$ cat config.mk
export PLATFORM = sky130hd
export DESIGN_NAME = ama_riscv_mem_arb_flat
export DESIGN_NICKNAME = d
export VERILOG_FILES = /design/src/rtl/ama_riscv_mem_arb_if.sv /design/src/rtl/ama_riscv_mem_arb.sv /design/src/flat_wrapper.sv
export SDC_FILE = /design/constraint.sdc
export NUM_CORES = 1
export LEC_CHECK = 0
export BUFFER_PORTS_ARGS = -buffer_cell sky130_fd_sc_hd__buf_4
export CAP_MARGIN = 20
export CELL_PAD_IN_SITES_DETAIL_PLACEMENT = 1
export CELL_PAD_IN_SITES_GLOBAL_PLACEMENT = 2
export CORE_ASPECT_RATIO = 0.8
export CORE_MARGIN = 2
export CORE_UTILIZATION = 18
export CTS_BUF_LIST = sky130_fd_sc_hd__clkbuf_4 sky130_fd_sc_hd__clkbuf_8
export DETAILED_ROUTE_END_ITERATION = 10
export HOLD_SLACK_MARGIN = 0.03
export PLACE_DENSITY = 0.82
export SLEW_MARGIN = 20
export SYNTH_ARGS = -nofsm -noshare
export SYNTH_HDL_FRONTEND = slang
export SYNTH_SLANG_ARGS = --single-unit
$ cat constraint.sdc
create_clock -name clk -period 1.75 [get_ports clk]
set_clock_uncertainty 0.15 [all_clocks]
set_input_delay 0.4375 -clock clk [delete_from_list [all_inputs] [get_ports clk]]
set_output_delay 0.4375 -clock clk [all_outputs]
set_load 0.01 [all_outputs]
$ cat src/rtl/ama_riscv_mem_arb_if.sv
// Bundle of the fetch port, load/store port and memory macro signals seen by
// the unified-memory arbiter. The arbiter takes the slave view; the core and
// memory side (or a bench) takes the master view.
interface ama_riscv_mem_arb_if #(
  parameter int MEM_AW = 12
);
  // fetch port
  logic              if_req_valid;
  logic              if_req_ready;
  logic [31:0]       if_req_addr;
  logic              if_rsp_valid;
  logic              if_rsp_ready;
  logic [31:0]       if_rsp_data;
  // load/store port
  logic              d_req_valid;
  logic              d_req_ready;
  logic [31:0]       d_req_addr;
  logic              d_req_we;
  logic [3:0]        d_req_wmask;
  logic [31:0]       d_req_wdata;
  logic              d_rsp_valid;
  logic              d_rsp_ready;
  logic [31:0]       d_rsp_data;
  // memory macro
  logic              mem_en;
  logic [3:0]        mem_we;
  logic [MEM_AW-1:0] mem_addr;
  logic [31:0]       mem_wdata;
  logic [31:0]       mem_rdata;

  modport slave (
    input  if_req_valid, if_req_addr, if_rsp_ready,
    input  d_req_valid, d_req_addr, d_req_we, d_req_wmask, d_req_wdata, d_rsp_ready,
    input  mem_rdata,
    output if_req_ready, if_rsp_valid, if_rsp_data,
    output d_req_ready, d_rsp_valid, d_rsp_data,
    output mem_en, mem_we, mem_addr, mem_wdata
  );

  modport master (
    output if_req_valid, if_req_addr, if_rsp_ready,
    output d_req_valid, d_req_addr, d_req_we, d_req_wmask, d_req_wdata, d_rsp_ready,
    output mem_rdata,
    input  if_req_ready, if_rsp_valid, if_rsp_data,
    input  d_req_ready, d_rsp_valid, d_rsp_data,
    input  mem_en, mem_we, mem_addr, mem_wdata
  );
endinterface

$ cat src/rtl/ama_riscv_mem_arb.sv
// Arbiter/sequencer sharing one single-port unified memory between the fetch
// port and the load/store port. Data has priority, but fetch is forced after
// MAX_CONSEC back-to-back data grants while it is waiting. Reads have a fixed
// MEM_LAT latency; each port's read word is held in a one-entry buffer until
// that port consumes it.
module ama_riscv_mem_arb #(
  parameter int MEM_AW     = 12,
  parameter int MEM_LAT    = 1,
  parameter int MAX_CONSEC = 4
) (
  input  logic clk,
  input  logic rst,
  ama_riscv_mem_arb_if.slave bus
);

  typedef enum logic {IDLE, WAIT} state_t;

  localparam logic [1:0] LAT_INIT   = 2'(MEM_LAT - 1);
  localparam logic [3:0] CONSEC_MAX = 4'(MAX_CONSEC);

  state_t      state_q, state_d;
  logic        owner_q, owner_d;        // 1 = load/store port owns the read in flight
  logic [1:0]  lat_q, lat_d;
  logic [3:0]  consec_q, consec_d;
  logic        if_rsp_valid_q, if_rsp_valid_d;
  logic [31:0] if_rsp_data_q, if_rsp_data_d;
  logic        d_rsp_valid_q, d_rsp_valid_d;
  logic [31:0] d_rsp_data_q, d_rsp_data_d;

  logic f_elig, d_elig, f_win, d_win;

  // Byte-offset and aliased high address bits are intentionally dropped.
  logic unused_addr_bits;
  assign unused_addr_bits = ^{bus.if_req_addr[1:0], bus.if_req_addr[31:MEM_AW+2],
                              bus.d_req_addr[1:0], bus.d_req_addr[31:MEM_AW+2]};

  // A port whose response buffer is still full cannot issue another read;
  // stores never produce a response so they bypass that restriction.
  assign f_elig = bus.if_req_valid && !if_rsp_valid_q;
  assign d_elig = bus.d_req_valid && (bus.d_req_we || !d_rsp_valid_q);

  assign bus.if_rsp_valid = if_rsp_valid_q;
  assign bus.if_rsp_data  = if_rsp_data_q;
  assign bus.d_rsp_valid  = d_rsp_valid_q;
  assign bus.d_rsp_data   = d_rsp_data_q;

  // Arbitration, memory strobes, read sequencing and response buffer updates.
  always_comb begin
    state_d        = state_q;
    owner_d        = owner_q;
    lat_d          = lat_q;
    consec_d       = consec_q;
    if_rsp_valid_d = if_rsp_valid_q;
    if_rsp_data_d  = if_rsp_data_q;
    d_rsp_valid_d  = d_rsp_valid_q;
    d_rsp_data_d   = d_rsp_data_q;
    f_win          = 1'b0;
    d_win          = 1'b0;
    bus.mem_en     = 1'b0;
    bus.mem_we     = 4'b0000;
    bus.mem_addr   = '0;
    bus.mem_wdata  = 32'h0;

    if (if_rsp_valid_q && bus.if_rsp_ready) if_rsp_valid_d = 1'b0;
    if (d_rsp_valid_q && bus.d_rsp_ready)   d_rsp_valid_d  = 1'b0;

    case (state_q)
      IDLE: begin
        // Gated by rst so nothing is granted while the block is being reset.
        if (!rst) begin
          f_win = f_elig && (!d_elig || consec_q == CONSEC_MAX);
          d_win = d_elig && !f_win;
        end
        if (d_win) begin
          bus.mem_en    = 1'b1;
          bus.mem_we    = bus.d_req_we ? bus.d_req_wmask : 4'b0000;
          bus.mem_addr  = bus.d_req_addr[MEM_AW+1:2];
          bus.mem_wdata = bus.d_req_wdata;
          if (!bus.d_req_we) begin
            owner_d = 1'b1;
            lat_d   = LAT_INIT;
            state_d = WAIT;
          end
        end else if (f_win) begin
          bus.mem_en   = 1'b1;
          bus.mem_addr = bus.if_req_addr[MEM_AW+1:2];
          owner_d      = 1'b0;
          lat_d        = LAT_INIT;
          state_d      = WAIT;
        end
      end
      WAIT: begin
        // The owner's buffer was empty at grant and cannot refill meanwhile.
        if (lat_q == 2'd0) begin
          state_d = IDLE;
          if (owner_q) begin
            d_rsp_valid_d = 1'b1;
            d_rsp_data_d  = bus.mem_rdata;
          end else begin
            if_rsp_valid_d = 1'b1;
            if_rsp_data_d  = bus.mem_rdata;
          end
        end else begin
          lat_d = lat_q - 2'd1;
        end
      end
      default: state_d = IDLE;
    endcase

    // Starvation guard: count data grants only while fetch is waiting.
    if (!f_elig || f_win) begin
      consec_d = 4'd0;
    end else if (d_win && consec_q != CONSEC_MAX) begin
      consec_d = consec_q + 4'd1;
    end

    bus.if_req_ready = f_win;
    bus.d_req_ready  = d_win;
  end

  // State and response buffer registers.
  always_ff @(posedge clk) begin
    if (rst) begin
      state_q        <= IDLE;
      owner_q        <= 1'b0;
      lat_q          <= 2'd0;
      consec_q       <= 4'd0;
      if_rsp_valid_q <= 1'b0;
      if_rsp_data_q  <= 32'h0;
      d_rsp_valid_q  <= 1'b0;
      d_rsp_data_q   <= 32'h0;
    end else begin
      state_q        <= state_d;
      owner_q        <= owner_d;
      lat_q          <= lat_d;
      consec_q       <= consec_d;
      if_rsp_valid_q <= if_rsp_valid_d;
      if_rsp_data_q  <= if_rsp_data_d;
      d_rsp_valid_q  <= d_rsp_valid_d;
      d_rsp_data_q   <= d_rsp_data_d;
    end
  end

endmodule

$ cat src/flat_wrapper.sv
// flat-port wrapper written by rule: the top's interface ports become plain ports
module ama_riscv_mem_arb_flat 
#(
  parameter int MEM_AW     = 12,
  parameter int MEM_LAT    = 1,
  parameter int MAX_CONSEC = 4
)
  (clk, rst, bus_if_req_valid, bus_if_req_addr, bus_if_rsp_ready, bus_d_req_valid, bus_d_req_addr, bus_d_req_we, bus_d_req_wmask, bus_d_req_wdata, bus_d_rsp_ready, bus_mem_rdata, bus_if_req_ready, bus_if_rsp_valid, bus_if_rsp_data, bus_d_req_ready, bus_d_rsp_valid, bus_d_rsp_data, bus_mem_en, bus_mem_we, bus_mem_addr, bus_mem_wdata);
  ama_riscv_mem_arb_if #(.MEM_AW(MEM_AW)) bus_i ();
  input  logic clk;
  input  logic rst;
  input wire logic [$bits(bus_i.if_req_valid)-1:0] bus_if_req_valid;
  input wire logic [$bits(bus_i.if_req_addr)-1:0] bus_if_req_addr;
  input wire logic [$bits(bus_i.if_rsp_ready)-1:0] bus_if_rsp_ready;
  input wire logic [$bits(bus_i.d_req_valid)-1:0] bus_d_req_valid;
  input wire logic [$bits(bus_i.d_req_addr)-1:0] bus_d_req_addr;
  input wire logic [$bits(bus_i.d_req_we)-1:0] bus_d_req_we;
  input wire logic [$bits(bus_i.d_req_wmask)-1:0] bus_d_req_wmask;
  input wire logic [$bits(bus_i.d_req_wdata)-1:0] bus_d_req_wdata;
  input wire logic [$bits(bus_i.d_rsp_ready)-1:0] bus_d_rsp_ready;
  input wire logic [$bits(bus_i.mem_rdata)-1:0] bus_mem_rdata;
  output wire logic [$bits(bus_i.if_req_ready)-1:0] bus_if_req_ready;
  output wire logic [$bits(bus_i.if_rsp_valid)-1:0] bus_if_rsp_valid;
  output wire logic [$bits(bus_i.if_rsp_data)-1:0] bus_if_rsp_data;
  output wire logic [$bits(bus_i.d_req_ready)-1:0] bus_d_req_ready;
  output wire logic [$bits(bus_i.d_rsp_valid)-1:0] bus_d_rsp_valid;
  output wire logic [$bits(bus_i.d_rsp_data)-1:0] bus_d_rsp_data;
  output wire logic [$bits(bus_i.mem_en)-1:0] bus_mem_en;
  output wire logic [$bits(bus_i.mem_we)-1:0] bus_mem_we;
  output wire logic [$bits(bus_i.mem_addr)-1:0] bus_mem_addr;
  output wire logic [$bits(bus_i.mem_wdata)-1:0] bus_mem_wdata;
  assign bus_i.if_req_valid = bus_if_req_valid;
  assign bus_i.if_req_addr = bus_if_req_addr;
  assign bus_i.if_rsp_ready = bus_if_rsp_ready;
  assign bus_i.d_req_valid = bus_d_req_valid;
  assign bus_i.d_req_addr = bus_d_req_addr;
  assign bus_i.d_req_we = bus_d_req_we;
  assign bus_i.d_req_wmask = bus_d_req_wmask;
  assign bus_i.d_req_wdata = bus_d_req_wdata;
  assign bus_i.d_rsp_ready = bus_d_rsp_ready;
  assign bus_i.mem_rdata = bus_mem_rdata;
  assign bus_if_req_ready = bus_i.if_req_ready;
  assign bus_if_rsp_valid = bus_i.if_rsp_valid;
  assign bus_if_rsp_data = bus_i.if_rsp_data;
  assign bus_d_req_ready = bus_i.d_req_ready;
  assign bus_d_rsp_valid = bus_i.d_rsp_valid;
  assign bus_d_rsp_data = bus_i.d_rsp_data;
  assign bus_mem_en = bus_i.mem_en;
  assign bus_mem_we = bus_i.mem_we;
  assign bus_mem_addr = bus_i.mem_addr;
  assign bus_mem_wdata = bus_i.mem_wdata;
  ama_riscv_mem_arb #(.MEM_AW(MEM_AW), .MEM_LAT(MEM_LAT), .MAX_CONSEC(MAX_CONSEC)) u_core (.clk(clk), .rst(rst), .bus(bus_i));
endmodule
==> flow_metrics.tcl <==
set metrics [dict create \
    synth_edf_count 0 \
    nets 774 \
    path_cells "inv_2, ha_4, nand3b_4, nor2_4, nor2_8, buf_12, a22o_1, buf_6" \
    yosysMostFrequentCell "nand2_1" \
    port_buffers 215 \
    cts_buffers 9 \
    pwr_density_cell_nw_per_um2 751 \
    grt_pass1_wl_um 22100 \
    cts_tree "yes" \
    synth.avg_cell_area_sq_um 8.15 \
    avgRoutedWirePerCell_um 16.8 \
    cp-start-kind "flop" \
    antenna_found_initial 1 \
    synthTopCellsByArea "dfxtp_1 45%, nand2_1 15%, a21oi_1 10%" \
    drive_gt1_share_pct 51.5 \
    synth-compound-area-share_pct 16.5 \
    syn_nets 542 \
    async_reset_ff_share_pct 0 \
    clkSinkCount 74 \
    cpMaxStageDelayCell "dfxtp_2" \
    setup_slack_ns -0.632 \
    min_period_ns 2.38 \
    yosysTopAreaCellShare_pct 45.4 \
    num_rows 43 \
    final.period_utilization_pct 136 \
    first_global_vias 3869 \
    final_cells 863 \
    yosysWarnings 0 \
    crit_path_end_kind "output pin" \
    drc 0 \
    syn_inst 400 \
    crit_family "simple AND/OR/NAND/NOR gates" \
    final-setup-viol-count 52 \
    ys_seq_area_share_pct 45.4 \
    place_inst 839 \
    drtAntennaViolNets 0 \
    slew_violations 0 \
    min_path_type "primary input to flop" \
    clk_pin_slew_ns 0.09 \
    io_pins 256 \
    tightest_slew_ns 0.397 \
    worst-path-max-fanout 13 \
    tns_ns -27.18 \
    ir_worst_vdd_v 0.000489 \
    total_power_uw 4460 \
    die_w_um 154 \
    hp-start "bus_if_rsp_ready" \
    muxShareOfSynthArea_pct 0.921 \
    synth_top_family_by_area "simple AND/OR/NAND/NOR gates" \
    synthAdderAreaFrac_pct 1.15 \
    die_y_um 124 \
    num_vias 3711 \
    hold_buffers 0 \
    grt_use_total_pct 14.8 \
    initial_utilization_pct 18.6 \
    grt_max_degree 38 \
    startpoint "u_core.consec_q[1]" \
    htree_levels 3 \
    endpoint "bus_mem_addr[2]" \
    arrival_ns 1.79 \
    max_stage_delay_ns 0.33 \
    area_growth_pct 82.2 \
    overflow 0 \
    worst-path-stages 8 \
    rsz0062_at_grt "true" \
    clk_latency_ns 0.35 \
    r2r_slack_ns -0.01 \
    status "finished, violations left" \
    synth.cells.most_frequent "131 x nand2_1, 74 x dfxtp_1, 67 x a21oi_1" \
    rr_worst_depth 7 \
    path_buf_inv 3 \
    relSlewSlack_pct 73.5 \
    final_util_pct 33.9 \
    p_leak_uw 0.00262 \
    core_sq_um 17500 \
    drt_iter0_drc 113 \
    place_worst_setup_slack_ns -0.314 \
    syn_area_sq_um 3260 \
    cap_violations 0 \
    fmax_mhz 420 \
    vias_per_cell 4.30 \
    cts_buffer_depth 2 \
    synth_top_area_cell "dfxtp_1" \
    ys.flop_type "dfxtp_1" \
    yosysUniqueCellTypes 44 \
    wl_um 14500 \
    hold_viol_final 0 \
    dieArea_sq_um 19200 \
    path_class "flop to output pin" \
    worstPathRequired_ns 1.16 \
    gp_congestion 0.912 \
    timing.rr.end "u_core.lat_q[1]" \
    worstHoldPathCells 3 \
    dr.pass1.iters 4 \
    synth_xor_area_share_pct 0.269 \
    r2r_start "u_core.consec_q[1]" \
    cts_root_buf "clkbuf_8" \
    yosys.area_share.simple_pct 29.4 \
    dp_hpwl_um 10900 \
    synth_seq_cells 74 \
    violations "setup timing" \
]
## where the power goes
group | total [uW] | switching [uW] | internal (uW)
registers | 1800 | 43.3 | 1750
logic | 995 | 443 | 553
clock network | 1670 | 684 | 988
total | 4460 | 1170 | 3290
## final cells by class
type / count / area [sq um]
sequential: 74 / 1490
clock inverter: 6 / 114
antenna: 1 / 2.50
multi-input combinational: 293 / 1710
inverter: 5 / 18.8
fill: 2042 / 11600
tap: 225 / 282
clock buffer: 10 / 138
timing repair buffer: 249 / 2190
## layout by cell type, fill, tap and decap left out, types with 2 or more instances in the layout
cell,Yosys,routed
a21oi_1,67,67
a22o_1,12,12
and2_4,1,38
buf_12,1,6
buf_16,0,2
buf_4,4,186
buf_6,4,54
bufinv_16,0,3
clkbuf_8,0,11
clkinvlp_4,0,2
dfxtp_1,74,69
dfxtp_2,0,5
ha_1,3,2
inv_1,5,3
inv_2,0,2
mux2i_1,3,3
nand2_1,131,131
nand2b_1,3,3
nand2b_4,1,2
nand4_1,3,3
nor2_1,6,6
nor2_8,2,2
## sequential cells by signal (all words and copies together), names as in the netlist
register,flops
u_core.owner_q,1
u_core.bus.if_rsp_valid,1
u_core.bus.if_rsp_data,32
u_core.consec_q,4
u_core.bus.d_rsp_valid,1
u_core.bus.d_rsp_data,32
u_core.state_q,1
u_core.lat_q,2
## worst min path at each step
stage          slack [ns]                  endpoint
2_1_floorplan        0.27           u_core.lat_q[0]
3_3_place_gp         0.29           u_core.lat_q[0]
3_5_place_dp         0.30           u_core.lat_q[0]
4_1_cts              0.15  u_core.bus.d_rsp_data[9]
5_1_grt              0.15   u_core.bus.if_rsp_valid
6_report             0.18   u_core.bus.if_rsp_valid
## metrics by stage
step	cell area [sq um]	hold slack, ns
after floorplan	3380	0.272
after global placement	5340	0.287
after detailed placement	5340	0.295
after CTS	5840	0.152
after global routing	5940	0.147
final	5940	0.177
## repair_timing
action | in CTS | in global routing
setup buffers | 1 | 3
gates cloned | 3 | 0
gates resized for setup | 50 | 21
pin swaps | 0 | 12
setup endpoints to repair | 53 | 103
## worst min-delay path: stages
cell and delay (ns):
buf_4 0.08, or2b_1 0.08, a21oi_1 0.05
## cells by family after synthesis
kind of cell,after synthesis
muxes,3
buffers and inverters,34
adders and majority gates,3
and+or+nand+nor,197
DFF,74
AOI/OAI and AO/OA,88
xor gates and xnor gates,1
## per-layer routing
layer,global-route usage [%],wire [um]
met5,0,0
met4,4.52,326
met3,6.09,1330
met2,27.7,7460
met1,15.0,5400
No activity file was read; power rests on OpenSTA's default activity.
